===== src/rtl/dff_arb_pkg.sv =====
// Shared constants for the round-robin register arbiter.
//   - arb_state_t / ST_* : FSM state encoding
//   - HOLD_W             : width of the hold counter (covers HOLD_CYCLES up to 255)
package dff_arb_pkg;

    typedef logic [1:0] arb_state_t;

    localparam arb_state_t ST_IDLE  = 2'd0;
    localparam arb_state_t ST_WRITE = 2'd1;
    localparam arb_state_t ST_HOLD  = 2'd2;
    localparam arb_state_t ST_DONE  = 2'd3;

    localparam int HOLD_W = 8;

endpackage


===== src/rtl/dff_register_bank.sv =====
// Shared DATA_W-bit storage register made of one D flip-flop per bit.
// Ports:
//   clock  - system clock, rising edge
//   reset  - asynchronous active-high clear
//   en     - load enable; q takes d on the rising edge while en is high
//   d      - load data
//   q      - stored value
module dff_register_bank #(
    parameter int DATA_W = 8
) (
    input  logic              clock,
    input  logic              reset,
    input  logic              en,
    input  logic [DATA_W-1:0] d,
    output logic [DATA_W-1:0] q
);

    for (genvar i = 0; i < DATA_W; i++) begin : g_bit
        logic bit_q;

        always_ff @(posedge clock or posedge reset) begin
            if (reset) begin
                bit_q <= 1'b0;
            end else if (en) begin
                bit_q <= d[i];
            end
        end

        assign q[i] = bit_q;
    end

endmodule


===== src/rtl/dff_reg_arbiter.sv =====
// Round-robin arbiter giving NUM_REQ requesters turns at writing one shared
// DATA_W-bit register. The winner is granted, its data is written in a single
// WRITE cycle, the grant is held for HOLD_CYCLES more cycles, and a DONE cycle
// pulses done before the arbiter returns to IDLE.
//
// state | meaning
// ------+--------------------------------------------------------------
// IDLE  | no grant; pick the next requester after last_winner
// WRITE | grant[winner]; shared register loads winner's data at exit
// HOLD  | grant held; counter runs 0..HOLD_CYCLES-1
// DONE  | grant held, done=1; winner becomes last_winner at exit
//
// Ports:
//   clock    - system clock, rising edge
//   reset    - asynchronous active-high reset
//   req      - per-requester request
//   req_data - packed write data, requester i at [i*DATA_W +: DATA_W]
//   grant    - one-hot grant, zero when idle
//   done     - one-cycle end-of-transaction pulse
//   busy     - high outside IDLE
//   reg_q    - shared register contents
module dff_reg_arbiter
    import dff_arb_pkg::*;
#(
    parameter int NUM_REQ     = 4,
    parameter int DATA_W      = 8,
    parameter int HOLD_CYCLES = 2
) (
    input  logic                      clock,
    input  logic                      reset,
    input  logic [NUM_REQ-1:0]        req,
    input  logic [NUM_REQ*DATA_W-1:0] req_data,
    output logic [NUM_REQ-1:0]        grant,
    output logic                      done,
    output logic                      busy,
    output logic [DATA_W-1:0]         reg_q
);

    localparam int IDX_W = $clog2(NUM_REQ);
    localparam logic [HOLD_W-1:0] HOLD_LAST =
        (HOLD_CYCLES > 0) ? HOLD_W'(HOLD_CYCLES - 1) : '0;

    arb_state_t        state;
    arb_state_t        state_nxt;
    logic [HOLD_W-1:0] hold_cnt;
    logic [IDX_W-1:0]  winner;
    logic [IDX_W-1:0]  last_winner;
    logic [IDX_W-1:0]  pick;
    logic [IDX_W-1:0]  cand;
    logic              found;
    logic              reg_en;
    logic [DATA_W-1:0] wr_data;

    // Index increment that wraps at NUM_REQ, which need not be a power of two.
    function automatic logic [IDX_W-1:0] wrap_inc(input logic [IDX_W-1:0] idx);
        if (idx == IDX_W'(NUM_REQ - 1)) begin
            return '0;
        end
        return idx + 1'b1;
    endfunction

    // First set request scanning upward from the slot after the last winner.
    always_comb begin
        pick  = '0;
        found = 1'b0;
        cand  = wrap_inc(last_winner);
        for (int k = 0; k < NUM_REQ; k++) begin
            if (!found && req[cand]) begin
                pick  = cand;
                found = 1'b1;
            end
            cand = wrap_inc(cand);
        end
    end

    always_ff @(posedge clock or posedge reset) begin
        if (reset) begin
            state <= ST_IDLE;
        end else begin
            state <= state_nxt;
        end
    end

    always_comb begin
        state_nxt = state;
        case (state)
            ST_IDLE:  if (found) state_nxt = ST_WRITE;
            ST_WRITE: state_nxt = (HOLD_CYCLES > 0) ? ST_HOLD : ST_DONE;
            ST_HOLD:  if (hold_cnt == HOLD_LAST) state_nxt = ST_DONE;
            ST_DONE:  state_nxt = ST_IDLE;
            default:  state_nxt = ST_IDLE;
        endcase
    end

    always_ff @(posedge clock or posedge reset) begin
        if (reset) begin
            hold_cnt    <= '0;
            winner      <= '0;
            last_winner <= IDX_W'(NUM_REQ - 1);
        end else begin
            if (state == ST_IDLE && found) begin
                winner <= pick;
            end
            if (state == ST_WRITE) begin
                hold_cnt <= '0;
            end else if (state == ST_HOLD) begin
                hold_cnt <= hold_cnt + 1'b1;
            end
            if (state == ST_DONE) begin
                last_winner <= winner;
            end
        end
    end

    always_comb begin
        grant  = '0;
        busy   = (state != ST_IDLE);
        done   = (state == ST_DONE);
        reg_en = (state == ST_WRITE);
        if (state != ST_IDLE) begin
            grant[winner] = 1'b1;
        end
    end

    assign wr_data = req_data[int'(winner)*DATA_W +: DATA_W];

    dff_register_bank #(
        .DATA_W (DATA_W)
    ) u_bank (
        .clock (clock),
        .reset (reset),
        .en    (reg_en),
        .d     (wr_data),
        .q     (reg_q)
    );

endmodule


===== config.mk =====
export PLATFORM = sky130hd
export DESIGN_NAME = dff_reg_arbiter
export DESIGN_NICKNAME = d
export VERILOG_FILES = /design/src/rtl/dff_arb_pkg.sv /design/src/rtl/dff_register_bank.sv /design/src/rtl/dff_reg_arbiter.sv
export SDC_FILE = /design/constraint.sdc
export NUM_CORES = 1
export LEC_CHECK = 0
export CAP_MARGIN = 10
export CELL_PAD_IN_SITES_DETAIL_PLACEMENT = 1
export CELL_PAD_IN_SITES_GLOBAL_PLACEMENT = 1
export CORE_UTILIZATION = 40
export CTS_CLUSTER_SIZE = 24
export DETAILED_ROUTE_END_ITERATION = 10
export DONT_BUFFER_PORTS = 1
export GPL_TIMING_DRIVEN = 0
export HOLD_SLACK_MARGIN = 0.03
export PLACE_DENSITY_LB_ADDON = 0.25
export SETUP_SLACK_MARGIN = 0.3
export SYNTH_ARGS = -nofsm -noshare
export SYNTH_HDL_FRONTEND = slang
export SYNTH_SLANG_ARGS = --single-unit

===== constraint.sdc =====
create_clock -name clock -period 2.41 [get_ports clock]
set_input_delay 0.241 -clock clock [delete_from_list [all_inputs] [get_ports clock]]
set_output_delay 0.241 -clock clock [all_outputs]
set_load 0.01 [all_outputs]

Yosys cells after proc, flatten, opt, wreduce, memory -nomap -nowiden
Cells that the tools add are included.
W data, S select, Z words.
- logic and storage cells: 82
- bits of input ports: 38
- register bits after elaboration: 22
- reductions and logical operators: 12
- multiplexer cells: 36
- shifts and indexed selects: 1
- magnitude comparators: 6
- equal/unequal tests: 10
- $add $sub $neg: 5
- operators by type and width (cell ; count):
    $shiftx A32 B6 Y8 ; 1
    $mux W2 ; 14
    $mux W8 ; 2
    $lt A2 B3 Y1 const B ; 5
    $mux W1 ; 13
    $eq A2 B2 Y1 const B ; 6
    $add A2 B1 Y2 const B ; 4
    $add A8 B1 Y8 const B ; 1
    $bmux W1 S2 ; 4
    $eq A8 B1 Y1 const B ; 1
    $pmux W2 S4 ; 1
    $logic_and A1 B1 Y1 ; 5
    $mux W4 ; 1
    $ne A2 B2 Y1 const B ; 2
    $reduce_bool A2 Y1 ; 2
    $logic_not A1 Y1 ; 3
    $demux W1 S2 ; 1
    $eq A2 B1 Y1 const B ; 1
    $ge A2 B1 Y1 const B ; 1
    $logic_not A2 Y1 ; 1
    $reduce_and A2 Y1 ; 1

Longest topological paths before layout
Gate-level depths: netlist of the first run.
- depth in word-level cells: 18
- depth in mapped cells: 6
- depth with buffers taken out: 6

Modules after synthesis
Synthesis of the first run repeated with hierarchy kept, for this count alone.
- cells, all modules: 129
- area, all modules: 1505.2 µm²
- modules (own cells, without submodules) (module ; times used ; cells each ; area each (µm²)):
    dff_reg_arbiter ; 1 ; 103 ; 1109.8
    dff_register_bank ; 1 ; 26 ; 395.4

Least setup slack after synthesis of the first run
No wires, ideal clock.
- path type: flip-flop to flip-flop
- start point: reg last_winner[0]
- end point: reg winner[1]
- data arrival time: 1.525 ns
- stages on the path, launching flop included: 6
- slack: 0.749 ns
- setup time: 0.136 ns
- path through: dfstp_2 ha_1 nor3_1 nand3b_1 a2111oi_0 nor3_1
- word-level cells in the longest chain between the ends: 17
- elaborated cells between the ends (all ways): 39
- classes of those cells: add/sub: 4; eq/ne: 4; mux: 24; reduce/logical: 7
- ends and longest elaborated chain (element ; RTL line ; text):
    start: declaration ; dff_reg_arbiter.sv:47 ; logic [IDX_W-1:0] last_winner;
    start signal: assignment ; dff_reg_arbiter.sv:99 ; last_winner <= IDX_W'(NUM_REQ - 1);
    start signal: assignment ; dff_reg_arbiter.sv:110 ; last_winner <= winner;
    $eq A2 B2 Y1 ; dff_reg_arbiter.sv:56 ; if (idx == IDX_W'(NUM_REQ - 1)) begin
    $mux W1 ; dff_reg_arbiter.sv:56 ;
    $mux W2 * ; dff_reg_arbiter.sv:59 ; return idx + 1'b1;
    branches (longest 14 deep; another with $add A2 B1 Y2) ; - ;
    end signal: assignment ; dff_reg_arbiter.sv:102 ; winner <= pick;
    end: declaration ; dff_reg_arbiter.sv:46 ; logic [IDX_W-1:0] winner;
Every way passes the cells marked *. The select of a mux whose other input is x is not followed.
A chain may end at the register's enable or synchronous reset.

Worst setup path in the final report of the first run
Same ends and word-level chain as after synthesis.

==> impl_metrics.json, run 1 <==
{
  "status": "complete, no violations",
  "vias_per_cell": 5.533,
  "post_cts_resized": 0,
  "synth_cells": 130,
  "criticalPathCategory": "register to register",
  "timing.final.crit_share_pct": 78.49,
  "antenna_left": 0,
  "synth_top_cell_by_area": "dfrtp_1",
  "power_density_nw_per_um2": 1389,
  "synthTopCellsByArea": "dfrtp_1 (34%), mux4_1 (7.1%), ha_1 (6.7%)",
  "cp.required_ns": 2.54,
  "drive_gt1_share_pct": 23.88,
  "syn_to_final_growth_pct": 6.908,
  "layout.nets": 181,
  "antenna_found_initial": 0,
  "grt_usage_pct": 16.22,
  "swShare_pct": 39.79,
  "start_util_pct": 43.15,
  "grt_max_degree": 23,
  "ys_ff_latch": 22,
  "dr.pass1.iters": 4,
  "slew_headroom_pct": 43.26,
  "clk_pin_slew_ns": 0.08,
  "drv_slew": 0,
  "clock_latency_ns": 0.27,
  "cts_made_buffers": 3,
  "ys.flop_type": "dfrtp_1",
  "die_h_um": 62.94,
  "holdCritPathClass": "input port to async pin",
  "synth_area_um2": 1485,
  "diodes": 0,
  "wl_per_cell_um": 16.71,
  "clock-sinks": 22,
  "fin_skew_ns": 0.006014,
  "r2r_slack_ns": 0.52,
  "drc": 0,
  "max_freq_mhz": 528.6,
  "io_buffers": 0,
  "drtIter0Drc": 23,
  "grt_pass1_wl_um": 4988,
  "p_int_mw": 1.328,
  "grt-ovfl-total": 0,
  "die_area_um2": 3961,
  "synth_commonest_cells": "dfrtp_1 (20), buf_4 (8), ha_1 (8), inv_1 (8), nand2_1 (8)",
  "place_inst": 176,
  "yosysMostFrequentCell": "dfrtp_1",
  "cp_data_arrival_time_ns": 2.03,
  "root_buffer": "clkbuf_8",
  "hold_violations": 0,
  "async_reset_ff_share_pct": 100.0,
  "post-route-util_pct": 46.13,
  "rows": 21,
  "rsz0062_at_grt": "false",
  "p_leak_nw": 0.6752,
  "peakVddDrop_v": 0.0004805,
  "io_pins": 52,
  "drv_cap": 0,
  "setup_viol": 0,
  "synth_edf_count": 0,
  "pwr-share-clk_pct": 10.9,
  "final_cells": 180,
  "hpwl_um": 2312,
  "fin_setup_tns_ns": 0,
  "post_cts_buffers": 0,
  "timing.hold.ws_ns": 0.02912,
  "yosysWarnings": 0,
  "crit_path_start_kind": "register",
  "core_area_um2": 3442,
  "cts_buffer_depth": 2,
  "synth_top_area_share_pct": 33.70,
  "tritoncts": "built",
  "grt_pass1_vias": 1057,
  "power_mw": 2.206,
  "synth_cell_type_count": 38,
  "min_period_ns": 1.892,
  "drt_wl_total_um": 3008,
  "power_switching_mw": 0.8776,
  "combPwrFrac_pct": 57.2,
  "avgSynthCellArea_um2": 11.42,
  "cts_hold_buf": 0,
  "crit_fanout": 5,
  "seqPwrFrac_pct": 31.8,
  "yosysSeqAreaShare_pct": 37.24,
  "globalplace.congestion": 0.7530,
  "worstMarginPinSlew_ns": 0.8502,
  "critPathCaptureType": "register",
  "htreeDepth": 1,
  "die_x_um": 62.94,
  "vias": 996,
  "mappedNetlistNets": 176
}
-- cell type report --
class / count / area, um2
buffer: 13 / 98.84
clock buffer: 4 / 45.04
fill: 394 / 1854
inverter: 8 / 30.03
multi-input combinational: 87 / 803.3
sequential: 22 / 553.0
tap: 46 / 57.56
-- critical path, stage by stage, from the launching register on --
cell,delay (ns)
dfstp_2,0.57
ha_1,0.28
nor3_1,0.24
nand3b_1,0.15
a2111oi_0,0.43
nor3_1,0.11
-- logic make-up (layout without fill, tap and decap cells) --
| logic type | Yosys count | count (layout) | synth area share (%) |
|---|---|---|---|
| AND/OR/NAND/NOR | 34 | 34 | 11.71 |
| adder cells (fa/ha/maj) | 8 | 8 | 6.740 |
| flip-flops | 22 | 22 | 37.24 |
| XOR/XNOR | 3 | 3 | 1.769 |
| buffers and inverters | 21 | 25 | 8.677 |
| AO/OA/AOI/OAI | 21 | 21 | 10.03 |
| multiplexers | 21 | 21 | 23.84 |
-- final timing paths --
check,startpoint,endpoint,cells past startpoint
min in group clock,req[2],winner[0]$_DFFE_PP0P_,3
worst max-delay path,last_winner[0]$_DFFE_PP1P_,winner[1]$_DFFE_PP0P_,5
worst min register to register,u_bank.g_bit[2].bit_q$_DFFE_PP0P_,u_bank.g_bit[2].bit_q$_DFFE_PP0P_,1
max in group asynchronous,reset,state[1]$_DFFE_PP0P_,1
worst min-delay path,reset,u_bank.g_bit[7].bit_q$_DFFE_PP0P_,1
worst max register to register,last_winner[0]$_DFFE_PP1P_,winner[1]$_DFFE_PP0P_,5
-- flip-flops by register name (all words and copies together), names as in the netlist --
name	count
last_winner	2
u_bank.g_bit.bit_q	8
state	2
winner	2
hold_cnt	8
-- layer usage --
metal,track usage (%),vias to the layer above,routed length [um]
li1,-,477,-
met1,19.14,493,1235
met2,28.09,19,1617
met3,4.562,7,102
met4,5.233,0,53
met5,0,-,0
-- power groups by stage --
| stage | combinational [mW] | sequential [mW] | clock (mW) |
|---|---|---|---|
| after CTS | 1.28 | 0.706 | 0.247 |
| final | 1.26 | 0.702 | 0.241 |
| after floorplan | 1.08 | 0.669 | 0 |
| after global routing | 1.41 | 0.732 | 0.262 |
| after detailed placement | 1.27 | 0.713 | 0 |
| after global placement | 1.23 | 0.699 | 0 |
-- metrics by stage --
step           worst slack, ns  area (um2)
6_report                0.5184        1588
4_1_cts                 0.4141        1588
3_5_place_dp            0.4263        1543
3_3_place_gp            0.6023        1543
2_1_floorplan           0.7490        1485
5_1_grt                 0.3092        1588
-- cells in the final DEF (no fill, tap or decap), drive strengths merged --
master / count
a2111oi: 1
a21boi: 1
a21oi: 6
a22o: 1
a2bb2oi: 1
and3: 1
buf: 11
clkbuf: 6
dfrtp: 20
dfstp: 2
ha: 8
inv: 8
mux2: 11
mux2i: 2
mux4: 8
nand2: 8
nand2b: 1
nand3: 4
nand3b: 2
nand4: 1
nor2: 6
nor2b: 1
nor3: 6
nor3b: 3
nor4b: 1
o2111a: 1
o21a: 2
o21ai: 3
o221ai: 1
o22ai: 3
o41ai: 1
xnor2: 2
xor2: 1
No activity file was read; power rests on OpenSTA's default activity.
==> inputs of run 2 (changes only) <==
==> constraint.sdc (replaced) <==
create_clock -name clock -period 1.6 [get_ports clock]
set_input_delay 0.16 -clock clock [delete_from_list [all_inputs] [get_ports clock]]
set_output_delay 0.16 -clock clock [all_outputs]
set_load 0.01 [all_outputs]
==> impl_metrics.json, run 2 (synthesis results as in run 1) <==
{
  "tritoncts": "built",
  "n_fill_cell": 340,
  "io_buffers": 0,
  "diodes": 0,
  "multi_input_area_um2": 1021,
  "dr.pass1.iters": 4,
  "timing.final.crit_share_pct": 101.0,
  "antenna_found_initial": 0,
  "core_area_um2": 3442,
  "place_area_um2": 1612,
  "critPathCaptureType": "register",
  "crit_path_start_kind": "register",
  "rows": 21,
  "wl_per_cell_um": 19.34,
  "final_cells": 206,
  "max_freq_mhz": 618.7,
  "fin_skew_ns": 0.003908,
  "drt_wl_total_um": 3984,
  "cp-startpoint": "last_winner[0]$_DFFE_PP1P_",
  "place_inst": 176,
  "clk_pin_slew_ns": 0.08,
  "clock-sinks": 22,
  "layout.nets": 207,
  "drc": 0,
  "die_h_um": 62.94,
  "layout_setup_ws_ns": -0.01620,
  "power_mw": 5.150,
  "final_common_cell": "buf_4",
  "peakVddDrop_v": 0.001303,
  "cp.required_ns": 1.75,
  "grt-ovfl-total": 0,
  "r2r-start": "last_winner[0]$_DFFE_PP1P_",
  "hold_violations": 0,
  "cts_made_buffers": 3,
  "slew_headroom_pct": 45.64,
  "worstMarginPinSlew_ns": 0.8145,
  "grt_usage_pct": 20.57,
  "violations": "setup timing",
  "cts_buffer_depth": 2,
  "finalInstanceArea_um2": 2127,
  "die_area_um2": 3961,
  "timing.hold.ws_ns": 0.1138,
  "globalplace.congestion": 0.7642,
  "crit_end": "winner[1]$_DFFE_PP0P_",
  "reg2reg_to": "winner[1]$_DFFE_PP0P_",
  "power_density_nw_per_um2": 2421,
  "antenna_left": 0,
  "drv_slew": 0,
  "drive_gt1_share_pct": 60.00,
  "ff_latch_area_um2": 554.3,
  "setup_viol": 1,
  "layout_common_cells": "buf_4 (22), dfrtp_1 (19), buf_6 (10)",
  "start_util_pct": 43.15,
  "crit_fanout": 4,
  "syn_to_final_growth_pct": 43.22,
  "dp_slack_ns": -0.04562,
  "reg_top3": "hold_cnt (8), u_bank.g_bit.bit_q (8)",
  "hpwl_um": 2462,
  "drtIter0Drc": 30,
  "status": "complete, but fails checks",
  "vias_per_cell": 5.675,
  "p_leak_nw": 0.8854,
  "clock_latency_ns": 0.27,
  "die_x_um": 62.94,
  "min_period_ns": 1.616,
  "grt_max_degree": 23,
  "r2r_slack_ns": -0.02,
  "io_pins": 52,
  "grt_pass1_wl_um": 6168,
  "criticalPathCategory": "register to register",
  "rsz0062_at_grt": "true",
  "cp_data_arrival_time_ns": 1.77,
  "worstRegToRegCells": 5,
  "drv_cap": 0,
  "holdCritPathClass": "input port to register",
  "grt_pass1_vias": 1187,
  "root_buffer": "clkbuf_8",
  "htreeDepth": 1,
  "vias": 1169
}
==> run 2: cell types whose count changed in the layout (fill, tap and decap cells not counted), sizes merged <==
cell and change:
buf +26, clkbuf -1, dlygate4sd3 +1
==> run 2: final cells by class <==
type | count | share of cell area [%]
multi-input combinational | 87 | 48.00
inverter | 8 | 1.647
timing repair buffer | 26 | 12.82
sequential | 22 | 26.06
clock buffer | 4 | 2.588
tap | 46 | 2.706
buffer | 13 | 6.176
==> run 2: stage by stage <==
step | TNS [ns] | util, %
floorplan | 0 | -
global placement | -0.02391 | 46.82
detailed placement | -0.1449 | 46.82
CTS | 0 | 57.00
global route | -0.1345 | 61.80
finish | -0.01620 | 61.80
==> run 2: power by group <==
group          switching (mW)  internal, mW  total, mW  leakage (nW)
Combinational            1.48          2.15       3.62         0.595
Sequential              0.272         0.842       1.11         0.262
Clock                   0.193         0.220      0.413        0.0288
==> run 2: repair_timing <==
action / in CTS / in global routing
resized for setup: 26 / 26
setup buffers: 15 / 9
gates cloned: 1 / 0
endpoints found under the setup margin: 23 / 23
pin swaps: 9 / 11
hold buffers: 1 / 0
endpoints found under the hold margin: 20 / 0
==> run 2: how the worst min path moves through the flow <==
stage / to / slack, ns / cells after the start / startpoint
floorplan: hold_cnt[0]$_DFFE_PP0P_ / 0.15 / 1 / reset
global placement: u_bank.g_bit[4].bit_q$_DFFE_PP0P_ / 0.26 / 1 / reset
detailed placement: u_bank.g_bit[2].bit_q$_DFFE_PP0P_ / 0.27 / 1 / reset
CTS: state[0]$_DFFE_PP0P_ / 0.10 / 3 / req[3]
global route: state[0]$_DFFE_PP0P_ / 0.13 / 3 / req[3]
finish: state[0]$_DFFE_PP0P_ / 0.11 / 3 / req[3]
==> run 2: critical path, cell delays in order (launching register included) <==
cell and delay (ns):
dfstp_2 0.56, ha_4 0.22, nor3_4 0.15, nand3b_1 0.16, a2111oi_2 0.31, nor3_1 0.09
==> run 2: layer usage <==
metal	vias up	global-route usage [%]	routed length [um]
li1	534	-	-
met1	580	27.94	1801
met4	0	5.233	44
met5	-	0	0
met3	5	5.474	247
met2	50	32.26	1891
==> inputs of run 3 (changes only) <==
--- a/config.mk
+++ b/config.mk
@@ -9,6 +9,7 @@
 export CELL_PAD_IN_SITES_DETAIL_PLACEMENT = 1
 export CELL_PAD_IN_SITES_GLOBAL_PLACEMENT = 1
 export CORE_UTILIZATION = 40
+export CTS_BUF_LIST = sky130_fd_sc_hd__clkbuf_4
 export CTS_CLUSTER_SIZE = 24
 export DETAILED_ROUTE_END_ITERATION = 10
 export DONT_BUFFER_PORTS = 1
==> impl_metrics.json, run 3 (synthesis results as in run 1) <==
{
  "status": "complete, but fails checks",
  "violations": "setup timing",
  "clock_latency_ns": 0.33,
  "grt_max_degree": 23,
  "drtIter0Drc": 28,
  "holdCritPathClass": "input port to register",
  "clock-sinks": 22,
  "reg2reg_to": "winner[1]$_DFFE_PP0P_",
  "grt_pass1_wl_um": 6175,
  "timing.hold.ws_ns": 0.05596,
  "drive_gt1_share_pct": 56.77,
  "setup_viol": 1,
  "timing.final.crit_share_pct": 100.1,
  "drc": 0,
  "peakVddDrop_v": 0.001258,
  "core_area_um2": 3442,
  "grt_pass1_vias": 1244,
  "diodes": 0,
  "worstMarginPinSlew_ns": 0.8277,
  "place_area_um2": 1612,
  "finalInstanceArea_um2": 2014,
  "tritoncts": "built",
  "vias": 1174,
  "min_path_cells": 3,
  "cts_made_buffers": 3,
  "globalplace.congestion": 0.7642,
  "wl_per_cell_um": 20.24,
  "crit_path_start_kind": "register",
  "n_fill_cell": 352,
  "fin_skew_ns": 0.001487,
  "rows": 21,
  "antenna_left": 0,
  "max_freq_mhz": 624.4,
  "criticalPathCategory": "register to register",
  "slew_headroom_pct": 44.76,
  "place_inst": 176,
  "vias_per_cell": 5.841,
  "min_from": "req[2]",
  "r2r_slack_ns": -0.002,
  "clk_pin_slew_ns": 0.13,
  "r2r-start": "last_winner[0]$_DFFE_PP1P_",
  "worstRegToRegCells": 5,
  "layout_setup_ws_ns": -0.001609,
  "min_period_ns": 1.602,
  "min_to": "winner[0]$_DFFE_PP0P_",
  "critPathCaptureType": "register",
  "final_cells": 201,
  "drv_cap": 0,
  "grt_usage_pct": 20.27,
  "power_density_nw_per_um2": 2350,
  "cp_data_arrival_time_ns": 1.82,
  "hpwl_um": 2462,
  "grt-ovfl-total": 0,
  "drt_wl_total_um": 4069,
  "hold_violations": 0,
  "die_area_um2": 3961,
  "layout_common_cells": "buf_4 (21), dfrtp_1 (19), mux2_4 (9)",
  "layout.nets": 202,
  "reg_top3": "hold_cnt (8), u_bank.g_bit.bit_q (8)",
  "cts_buffer_depth": 2,
  "die_x_um": 62.94,
  "syn_to_final_growth_pct": 35.64,
  "dr.pass1.iters": 2,
  "root_buffer": "clkbuf_4",
  "htreeDepth": 1,
  "crit_fanout": 4,
  "io_pins": 52,
  "antenna_found_initial": 0,
  "io_buffers": 0,
  "rsz0062_at_grt": "true",
  "p_leak_nw": 0.8227,
  "fin_setup_tns_ns": -0.001609,
  "die_h_um": 62.94,
  "start_util_pct": 43.15,
  "final_common_cell": "buf_4",
  "drv_slew": 0,
  "cp.required_ns": 1.82
}
## run 3: cell count changes in the layout (fill, tap and decap cells not counted), moves of 2 or more
cell	before	now
clkbuf_8	5	0
clkbuf_4	0	4
buf_6	10	7
inv_2	2	4
inv_4	2	0
## run 3: report_power, final
part / internal [mW] / switching [mW]
clock network: 0.0918 / 0.190
logic: 1.94 / 1.42
registers: 0.839 / 0.257
## run 3: critical path: stages, from the launching register on
cell       delay, ns
dfstp_2         0.58
ha_4            0.22
nor3_4          0.14
nand3b_1        0.15
a2111oi_2       0.31
nor3_1          0.09
## run 3: layout make-up
| class | count | area (um2) | area share (%) |
|---|---|---|---|
| Timing Repair Buffer | 21 | 209.0 | 10.37 |
| Clock inverter | 1 | 3.754 | 0.1863 |
| Inverter | 8 | 30.03 | 1.491 |
| Clock buffer | 3 | 22.52 | 1.118 |
| Multi-Input combinational cell | 87 | 1012 | 50.25 |
| Sequential cell | 22 | 554.3 | 27.52 |
| Tap cell | 46 | 57.56 | 2.857 |
| Buffer | 13 | 125.1 | 6.211 |
## run 3: what timing repair did
item,CTS,global route
endpoints found under the setup margin,23,24
gates cloned,0,1
pin swaps,8,7
hold buffers,1,0
setup buffers,14,5
hold endpoints to repair,20,0
resized for setup,22,20
## run 3: per-layer routing
layer  share of wire, %  up-vias  GRT usage, %
met3                5.6        9         3.285
met5                  0        -             0
met1                 41      601         24.36
met4                2.1        0         6.105
li1                   -      516             -
met2                 51       48         36.56
## run 3: worst max-delay path by stage
stage / start / to / slack, ns / cells after the start
floorplan: last_winner[0]$_DFFE_PP1P_ / winner[1]$_DFFE_PP0P_ / 0.07 / 5
global placement: last_winner[0]$_DFFE_PP1P_ / winner[1]$_DFFE_PP0P_ / -0.02 / 5
detailed placement: last_winner[0]$_DFFE_PP1P_ / winner[1]$_DFFE_PP0P_ / -0.05 / 5
CTS: last_winner[0]$_DFFE_PP1P_ / winner[1]$_DFFE_PP0P_ / 0.03 / 5
global route: last_winner[0]$_DFFE_PP1P_ / winner[1]$_DFFE_PP0P_ / -0.08 / 5
finish: last_winner[0]$_DFFE_PP1P_ / winner[1]$_DFFE_PP0P_ / -0.002 / 5
## run 3: stage by stage
stage	setup slack (ns)	total power, mW	util [%]
6_report	-0.001609	4.734	58.52
5_1_grt	-0.08229	5.026	58.52
2_1_floorplan	0.07059	2.904	-
3_3_place_gp	-0.02391	3.201	46.82
4_1_cts	0.03353	4.199	54.31
3_5_place_dp	-0.04562	3.301	46.82
